==> src/rtl/ha_array_reducer.sv <==
// Sequential final-stage reducer for the HA-array approximate multiplier.
// Adds one weighted (t,b) group per cycle into a saturating accumulator.
module ha_array_reducer #(
  parameter int GROUPS = 4,
  parameter int TW     = 9,
  parameter int BW     = 7,
  parameter int OUT_W  = 16
) (
  input  logic                 clk,
  input  logic                 rst_n,
  input  logic                 in_valid,
  output logic                 in_ready,
  input  logic [GROUPS*TW-1:0] ha_array_t,
  input  logic [GROUPS*BW-1:0] ha_array_b,
  output logic                 out_valid,
  input  logic                 out_ready,
  output logic [OUT_W-1:0]     product,
  output logic                 overflow
);

  localparam int ACC_W = OUT_W + 1;
  localparam int IDX_W = (GROUPS > 1) ? $clog2(GROUPS) : 1;
  localparam int GW    = ((TW > BW + 2) ? TW : BW + 2) + 1;
  localparam int SW    = ACC_W + GW + 2 * GROUPS;

  localparam logic [IDX_W-1:0] LAST_IDX = IDX_W'(GROUPS - 1);
  localparam logic [SW-1:0]    ACC_MAX  = SW'({ACC_W{1'b1}});

  typedef enum logic [1:0] {
    IDLE,
    ACC,
    DONE
  } state_t;

  state_t                 state;
  logic [GROUPS*TW-1:0]   t_reg;
  logic [GROUPS*BW-1:0]   b_reg;
  logic [ACC_W-1:0]       acc;
  logic [IDX_W-1:0]       idx;

  logic [TW-1:0]          t_sel;
  logic [BW-1:0]          b_sel;
  logic [SW-1:0]          term;
  logic [SW-1:0]          sum;
  logic [ACC_W-1:0]       acc_next;

  assign in_ready = (state == IDLE) | ((state == DONE) & out_ready);

  // Datapath is sized wide enough that the pre-saturation sum can never wrap.
  always_comb begin
    t_sel    = t_reg[idx*TW +: TW];
    b_sel    = b_reg[idx*BW +: BW];
    term     = (SW'(t_sel) + (SW'(b_sel) << 2)) << {idx, 1'b0};
    sum      = SW'(acc) + term;
    acc_next = (sum > ACC_MAX) ? '1 : sum[ACC_W-1:0];
  end

  always_ff @(posedge clk) begin
    if (!rst_n) begin
      state     <= IDLE;
      t_reg     <= '0;
      b_reg     <= '0;
      acc       <= '0;
      idx       <= '0;
      out_valid <= 1'b0;
      product   <= '0;
      overflow  <= 1'b0;
    end else begin
      case (state)
        IDLE: begin
          if (in_valid) begin
            t_reg <= ha_array_t;
            b_reg <= ha_array_b;
            acc   <= '0;
            idx   <= '0;
            state <= ACC;
          end
        end
        ACC: begin
          acc <= acc_next;
          idx <= idx + 1'b1;
          if (idx == LAST_IDX) begin
            state     <= DONE;
            out_valid <= 1'b1;
            product   <= acc_next[OUT_W] ? '1 : acc_next[OUT_W-1:0];
            overflow  <= acc_next[OUT_W];
          end
        end
        DONE: begin
          if (out_ready) begin
            out_valid <= 1'b0;
            if (in_valid) begin
              t_reg <= ha_array_t;
              b_reg <= ha_array_b;
              acc   <= '0;
              idx   <= '0;
              state <= ACC;
            end else begin
              state <= IDLE;
            end
          end
        end
        default: state <= IDLE;
      endcase
    end
  end

endmodule

==> config.mk <==
export PLATFORM = sky130hd
export DESIGN_NAME = ha_array_reducer
export DESIGN_NICKNAME = d
export VERILOG_FILES = /design/src/rtl/ha_array_reducer.sv
export SDC_FILE = /design/constraint.sdc
export NUM_CORES = 1
export LEC_CHECK = 0
export ABC_AREA = 1
export CORE_MARGIN = 3
export CORE_UTILIZATION = 30
export DETAILED_ROUTE_END_ITERATION = 8
export GPL_TIMING_DRIVEN = 0
export SYNTH_ARGS = -nofsm -noshare
export SYNTH_HDL_FRONTEND = slang
export SYNTH_SLANG_ARGS = --single-unit
==> constraint.sdc <==
create_clock -name clk -period 7.5 [get_ports clk]
set_input_delay 0.75 -clock clk [delete_from_list [all_inputs] [get_ports clk]]
set_output_delay 0.75 -clock clk [all_outputs]
set_load 0.005 [all_outputs]
==> reports/qor.csv <==
stage,metric,value,unit
status,outcome,"finished, final reports clean",
synth,share of the synthesized area in the top cell type,0.363,
synth,most frequent cells after synthesis,"nor2_1, nand2_1, o21ai_0",
finish,Largest register FFs,36,
drt,Residual DRC,0,
die,# IOs,87,
sta,Slew Limit Fails,0,
synth,Synth Instances,868,
synth,Mapped Area,5680,µm²
critical_path,WP data arrival,5150,ps
global_routing,GRT overflow,0,
synth,top post-synthesis cells by area,"dfxtp_1, nor2_1, nand2_1",
placement,post-DP HPWL,12800,µm
drt,Via density,4.69,
job,max cap viols,0,
clock_network,CTS tree,done,
sta,slew of the pin with the lowest slew margin,652,ps
global_routing,GRT Total Usage,0.162,
clock_network,Worst-path clk slew,80,ps
synth,asr flop ratio synth,0,
finish,Finished Layout Cells,1198,
synth,"EDFF count, synth",0,
critical_path,r2r setup slk,2580,ps
synth,register area share after synthesis,0.363,
critical_path,CP required,7730,ps
sta,unrepaired setup endpoints after global routing,false,
synth,cell taking the most area after synthesis,dfxtp_1,
min_path,worst hold path type,flop to flop,
finish,area grow syn2layout,25.7,%
finish,ant diodes,0,
finish,multi-input gate area in the final layout,3190,µm²
synth,syn_nets,963,
synth,Yosys warnings,0,
die,Initial Utilization,0.311,
die,core area,18300,µm²
synth,Avg Inst Size Synth,6.54,µm²
power,Max VDD drop,153,µV
die,Chip Width,144,µm
clock_network,Hold Buf Count CTS,0,
power,PwrDens,228,nW/µm²
power,Static Leak,3.19,nW
clock_network,Inserted Clock Buffers,9,
clock_network,post-CTS resize count,0,
sta,endpoints failing hold,0,
placement,GPL Wtd Cong,0.889,
global_routing,first-pass GRT wire length,26500,µm
global_routing,vias in the first global route,5279,
placement,Inst Count DP,1182,
clock_network,Clock Sinks,103,
clock_network,Post-CTS Repair Setup Buffers,0,
drt,DR WL/cell,13.7,µm
critical_path,peak fanout along the critical path,10,
die,die area,20600,µm²
drt,first drt pass iteration count,6,
synth,post-synth cell types,36,
finish,layout cell share with drive strength beyond 1,0.0475,
sta,FMAX,203,MHz
clock_network,clk root buf,clkbuf_16,
die,Die Ht,144,µm
synth,top_reg_cell synth,dfxtp_1,
clock_network,clk_lat worst skew,350,ps
clock_network,Max Buffers Root-to-Sink,2,
sta,TNS Setup,0,ps
die,# rows,49,
critical_path,Worst Setup Path Type,flop to flop,
drt,routed via count,5618,
drt,Detail Route Antenna Nets,0,
global_routing,largest net degree at the start of global routing,17,
sta,Max Clock Skew,7.68,ps
drt,drt first-iter violations,350,
synth,"count leader, synth",nor2_1,
sta,Final Setup Violations,0,
global_routing,number of antenna violations at the first check in global routing,0,
sta,fin crit period,4920,ps
clock_network,Max H-tree Level,3,
critical_path,Worst setup SP type,flop,
sta,normalized max-slew margin,0.566,
critical_path,Crit. End Element,flop,
synth,Yosys reg bits,103,
placement,port bufs,85,
finish,# fillers,2015,
finish,FF+latch area,2060,µm²
sta,crit share post-route,0.656,
finish,Final Net Count,1059,
drt,Routed WL,16400,µm
-- where the power goes --
part / switching (mW) / internal, mW
Sequential: 0.0236 / 0.585
Combinational: 0.306 / 0.190
Clock: 0.221 / 0.302
Total: 0.551 / 1.08
-- final timing paths --
kind	startpoint	end	cells past startpoint
max	idx[1]$_SDFFE_PN0P_	acc[9]$_SDFFE_PN0P_	25
min	out_valid$_SDFFE_PN0P_	out_valid$_SDFFE_PN0P_	2
max reg2reg	idx[1]$_SDFFE_PN0P_	acc[9]$_SDFFE_PN0P_	25
min reg2reg	out_valid$_SDFFE_PN0P_	out_valid$_SDFFE_PN0P_	2
-- area by class of cell --
| type | instances | area share |
|---|---|---|
| buffer | 45 | 0.0267 |
| sequential | 103 | 0.289 |
| inverter | 63 | 0.0331 |
| tap | 229 | 0.0402 |
| timing repair buffer | 85 | 0.119 |
| clock inverter | 5 | 0.0110 |
| multi-input combinational | 657 | 0.447 |
| clock buffer | 11 | 0.0340 |
-- critical path, stage by stage (launching register included) --
cell	delay, ps
dfxtp_1	310
buf_2	200
inv_1	110
clkbuf_1	470
clkbuf_1	450
o21ai_0	190
o22ai_1	190
ha_1	320
a21oi_1	230
nand2_1	90
xor2_1	220
o21ai_0	160
nand2_1	90
o21ai_0	90
ha_1	370
nand2_1	100
nand2_1	80
nand2_1	70
nand2_1	80
clkinv_1	70
nand3_2	110
a21oi_4	300
buf_6	220
nand2_2	70
nand2_1	120
a21oi_1	80
-- layout by cell type, fill, tap and decap left out, types with 2 or more instances in the layout --
master,count
inv_2,5
buf_1,6
bufinv_16,2
a21oi_1,37
clkinv_2,2
nand3_1,16
nand2_1,178
a32o_1,2
xor2_1,6
nand2_2,12
o21ai_0,122
nand3b_1,6
clkbuf_16,9
nor2_1,209
dfxtp_1,103
xnor2_1,6
nand4_1,4
o22ai_1,14
clkdlybuf4s50_1,85
nor3_1,5
inv_1,57
ha_1,25
buf_6,2
clkbuf_1,33
fa_1,2
buf_2,5
-- through the flow --
stage / setup slack (ps) / cell area [µm²] / power (mW) / util / hold slack [ps]
after floorplan: 3870 / 5680 / 0.961 / - / 449
after global placement: 2780 / 6810 / 1.11 / 0.373 / 458
after detailed placement: 2720 / 6810 / 1.11 / 0.373 / 463
after CTS: 2710 / 7130 / 1.63 / 0.390 / 474
after global routing: 2260 / 7130 / 1.72 / 0.390 / 494
final: 2580 / 7130 / 1.63 / 0.390 / 467
-- cell families (layout without fill, tap and decap cells) --
family	Yosys count	after routing	synth area share
AO/OA/AOI/OAI	180	180	0.168
XOR/XNOR	12	12	0.0185
adder cells (fa/ha/maj)	27	27	0.0622
buffers and inverters	108	209	0.0752
flip-flops	103	103	0.363
multiplexers	1	1	0.00176
AND/OR/NAND/NOR	437	437	0.311
-- metal layers --
layer | GRT usage | vias up | share of wire
met5 | 0 | - | 0
met4 | 0.0545 | 0 | 0.019
met3 | 0.0216 | 21 | 0.037
met2 | 0.269 | 129 | 0.47
met1 | 0.218 | 2488 | 0.48
li1 | - | 2980 | -
Power figures use the tool's default switching activity.
==> RTL edit 1: new RTL, config.mk and constraints unchanged <==
Put one more register stage on the output `overflow`, cleared by the reset. The value now appears one clock later. The other outputs are not delayed to match.
--- a/src/rtl/ha_array_reducer.sv
+++ b/src/rtl/ha_array_reducer.sv
@@ -34,2 +34,4 @@
 
+  logic overflow_s0;
+
   state_t                 state;
@@ -66,3 +68,3 @@
       product   <= '0;
-      overflow  <= 1'b0;
+      overflow_s0 <= 1'b0;
     end else begin
@@ -85,3 +87,3 @@
             product   <= acc_next[OUT_W] ? '1 : acc_next[OUT_W-1:0];
-            overflow  <= acc_next[OUT_W];
+            overflow_s0 <= acc_next[OUT_W];
           end
@@ -107,2 +109,10 @@
 
+  always_ff @(posedge clk) begin
+    if (!rst_n) begin
+      overflow <= '0;
+    end else begin
+      overflow <= overflow_s0;
+    end
+  end
+
 endmodule
Behaviour: not the same (a bounded check fails within 10 cycles, from zero or initial values and one cycle with rst_n low).
==> RTL edit 1 against the unedited design <==
Sequential cell count increased by 1. Final cell count rose by 4.2%. Global-route usage grew 0.20 points. Final area is 1.6% higher. Setup slack better by 0.37 ns. First-iteration DRC count fell by 1.1%. Routed wire length is 0.65% higher. Area after synthesis increased by 1.7%. Power down 3.6%. Highest routed layer unchanged.
==> RTL edit 1: results (changes against the unedited design) <==
* Fraction of final layout cells sized beyond drive strength 1 at 4.25% (was 4.75%)
* Cell Area, Placed at 6960 um^2 (was 6810 um^2)
* Cell count of the worst hold path at 2 (unchanged)
* Proportion of power drawn by the clock network at 30.6% (was 32.1%)
* Port-buffer cells at 86 (was 85)
* Number of buffers created by CTS at 9 (unchanged)
* Starting DRC count in detailed routing at 346 (was 350)
* Final hold slack at 0.434 ns (was 0.467 ns)
* Half-perimeter wire length after placement at 13.2 mm (was 12.8 mm)
* Total leakage power at 3.23 nW (was 3.19 nW)
* Nets at 1078 (was 1059)
* Unique cell type count in the Yosys netlist at 37 (was 36)
* Status: finished clean (unchanged)
* Share of total power in sequential cells at 39.2% (was 37.4%)
* Wire length of the first global-routing pass at 26.9 mm (was 26.5 mm)
* Synth Net Count at 981 (was 963)
* Global router's overall resource usage at 16.4% (was 16.2%)
* HP Start: overflow_s0 (was out_valid)
* Post-detailed-route wirelength per cell at 13.3 um (was 13.7 um)
* Sequential share of the synthesized area at 36.1% (was 36.3%)
* Hold worst-path end: overflow (was out_valid)
* First-pass detailed-route iteration total at 5 (was 6)
* Delay of the slowest critical-path stage at 0.44 ns (was 0.47 ns)
* Largest cells by area after synthesis: dfxtp_1, nor2_1, nand2_1 (unchanged)
* Register area at 2080 um^2 (was 2060 um^2)
* Number of global-route vias before repair at 5432 (was 5279)
* Leading cell types by count after synthesis: nor2_1, nand2_1, o21ai_0 (unchanged)
* Maximum vdd ir drop at 114 uV (was 153 uV)
* Final-layout fill cell count at 2028 (was 2015)
* Last weighted congestion value of the routability-driven placer at 0.935 (was 0.889)
* Post-DR vias/cell at 4.63 (was 4.69)
* Transition time at the pin with the least slew margin at 0.694 ns (was 0.652 ns)
* Net switching component of the power at 535 uW (was 551 uW)
* Setup slack of the most critical reg-to-reg path at 2.95 ns (was 2.58 ns)
* Pin count of the biggest net entering global routing at 18 (was 17)
* Clock Skews at 0.00862 ns (was 0.00768 ns)
* Count of instances resized after the clock tree is built at 0 (unchanged)
## RTL edit 1: changes by cell type after synthesis, moves of 4 or more
cell     unedited run  this run
inv_1              57        67
nand2_2            12         3
nand4_1             4        10
o21ai_0           122       118
nor2_2              0         4
nand2_1           178       187
## RTL edit 1: per-layer routing
layer,GRT usage (%),vias up,part of all wire [%]
met5,0,-,0
met2,27.1,140,46
met1,21.0,2564,46
met4,7.46,0,3.7
met3,2.79,32,4.0
li1,-,3046,-
## RTL edit 1: cell type report
| cell class | instances | area share [%] |
|---|---|---|
| clock buffer | 11 | 3.21 |
| timing repair buffer | 86 | 11.9 |
| inverter | 69 | 3.57 |
| multi-input combinational | 667 | 44.5 |
| buffer | 46 | 2.83 |
| tap | 260 | 4.49 |
| sequential | 104 | 28.7 |
| clock inverter | 5 | 0.845 |
## RTL edit 1: metrics by stage
stage | instances | total power, mW | worst slack, ns
2_1_floorplan | 886 | 0.953 | 3.89
3_3_place_gp | 1232 | 1.10 | 3.04
3_5_place_dp | 1232 | 1.10 | 2.97
4_1_cts | 1248 | 1.58 | 2.95
5_1_grt | 1248 | 1.68 | 2.48
6_report | 1248 | 1.57 | 2.95
## RTL edit 1: worst min-delay path, cell delays in order (launching register included)
cell and delay, ns:
dfxtp_1 0.32, nand2_1 0.05, inv_1 0.03
## RTL edit 1: cells by family after synthesis
logic type / synth area share [%]
AO/OA/AOI/OAI: 16.2
XOR/XNOR: 1.82
adder cells (fa/ha/maj): 6.11
buffers and inverters: 8.04
flip-flops: 36.1
multiplexers: 0.173
AND/OR/NAND/NOR: 31.6
## RTL edit 1: how the worst max path moves through the flow
stage | end
after global placement | acc[16]
after detailed placement | acc[16]
after global routing | acc[16]
final | acc[9]
after floorplan | product[4]
after CTS | acc[16]
==> RTL edit 2: new RTL, same settings <==
Without the edit above. Change the parameter `BW` from 7 to 5.
--- a/src/rtl/ha_array_reducer.sv
+++ b/src/rtl/ha_array_reducer.sv
@@ -5,3 +5,3 @@
   parameter int TW     = 9,
-  parameter int BW     = 7,
+  parameter int BW     = 5,
   parameter int OUT_W  = 16
Ports: changed (resized ha_array_b); port bits go from 87 to 79. The function was not compared with the original's and may differ.
==> RTL edit 2 against the unedited design <==
Die area is 6.3% lower. Area after synthesis is 6.5% lower. Routed wire length is 7.3% lower. Final area is 7.3% lower. Sequential cell count is 8 lower. Power is 15% lower. Global-route usage is 0.45 points lower. Setup slack better by 0.29 ns. Synthesized cell count is 6.1% lower. Largest cell class unchanged. Largest power group unchanged.
==> RTL edit 2: results (changes against the unedited design) <==
* Status: finished clean (unchanged)
* Starting DRC count in detailed routing at 333 (was 350)
* Number of instances in the synthesized netlist at 815 (was 868)
* Number of warnings reported in the yosys synthesis log at 0 (unchanged)
* Nets at 988 (was 1059)
* First-pass detailed-route iteration total at 5 (was 6)
* H-tree levels at 3 (unchanged)
* Final hold slack at 0.473 ns (was 0.467 ns)
* Delay of the slowest critical-path stage at 0.44 ns (was 0.47 ns)
* Met3 layer usage reported by global route at 3.72% (was 2.16%)
* Synth Net Count at 900 (was 963)
* Wire length of the first global-routing pass at 24.5 mm (was 26.5 mm)
* Global router's overall resource usage at 15.8% (was 16.2%)
* Critical Path AT at 4.88 ns (was 5.15 ns)
* Largest cells by area after synthesis: dfxtp_1, nor2_1, nand2_1 (unchanged)
* Post-DR vias/cell at 4.66 (was 4.69)
* Clock Skews at 0.00683 ns (was 0.00768 ns)
* Flip-flop count of the largest register, all copies and words added at 36 (unchanged)
* Post-detailed-route wirelength per cell at 13.5 um (was 13.7 um)
* Global routing usage on met2 at 26.1% (was 26.9%)
* Last weighted congestion value of the routability-driven placer at 0.862 (was 0.889)
* Fraction of final layout cells sized beyond drive strength 1 at 5.51% (was 4.75%)
* Number of cells on the worst reg-to-reg path at 26 (was 25)
* Ys flop type: dfxtp_1 (unchanged)
* Total leakage power at 2.99 nW (was 3.19 nW)
* Number of global-route vias before repair at 4917 (was 5279)
* Leading cell types by count after synthesis: nor2_1, nand2_1, o21ai_0 (unchanged)
* P per Cell Area at 210 nW/um^2 (was 228 nW/um^2)
* Cell Area, Placed at 6350 um^2 (was 6810 um^2)
* Transition time at the pin with the least slew margin at 0.656 ns (was 0.652 ns)
* Port-buffer cells at 77 (was 85)
* HP Start: acc[10] (was out_valid)
* GR met1 Demand/Resource at 20.6% (was 21.8%)
* Final-layout fill cell count at 1885 (was 2015)
* Startpoint-to-endpoint class of the critical path: flop to flop (unchanged)
* Sequential share of the synthesized area at 35.8% (was 36.3%)
* Half-perimeter wire length after placement at 11.8 mm (was 12.8 mm)
* Count of inserted antenna diode cells at 0 (unchanged)
* Final Instance Count excl. Fillers at 1127 (was 1198)
* Worst reg2reg path startpoint: idx[1] (unchanged)
* Worst-skew pair later-pin latency at 0.36 ns
* Adder-cell share of the synthesized area at 6.18% (was 6.22%)
* Pin count of the biggest net entering global routing at 16 (was 17)
* Fin worst setup slack at 2.87 ns (was 2.58 ns)
* Clk slew on worst S/H paths at 0.06 ns (was 0.08 ns)
* Complex-gate fraction of the synthesized area at 16.3% (was 16.8%)
* Critical register-to-register path endpoint: product[7] (was acc[9])
* Total setup buffers inserted after CTS at 0 (unchanged)
* Count of instances resized after the clock tree is built at 0 (unchanged)
* Share of the synthesized netlist area taken by xor and xnor gates at 1.82% (was 1.85%)
* Hold worst-path end: acc[10] (was out_valid)
* Maximum vdd ir drop at 122 uV (was 153 uV)
* Kind of end point of the critical path: flop (unchanged)
* Mux cell area share after synthesis at 0.189% (was 0.176%)
* Slowest library cell on the worst path: clkbuf_1 (unchanged)
## RTL edit 2: cell type report
type | instances | area share (%)
clock inverter | 4 | 0.454
timing repair buffer | 77 | 11.7
tap | 220 | 4.16
sequential | 95 | 28.8
buffer | 41 | 2.74
inverter | 60 | 3.41
multi-input combinational | 619 | 45.3
clock buffer | 11 | 3.52
## RTL edit 2: power breakdown
| part | internal, mW | switching (mW) | leakage [nW] | total (mW) |
|---|---|---|---|---|
| combinational | 0.160 | 0.244 | 2.08 | 0.404 |
| sequential | 0.539 | 0.0208 | 0.780 | 0.559 |
| clock | 0.225 | 0.203 | 0.126 | 0.428 |
## RTL edit 2: logic make-up after synthesis
logic type      count (synthesis)
buf+inv                       101
fa+ha+maj                      25
simple gates                  421
compound gates                161
mux                             1
xor+xnor                       11
flops                          95
## RTL edit 2: routing by layer
metal | wire [um] | share of wire, %
met1 | 7230 | 47
met5 | 0 | 0
met2 | 7060 | 46
met3 | 695 | 4.6
met4 | 253 | 1.7
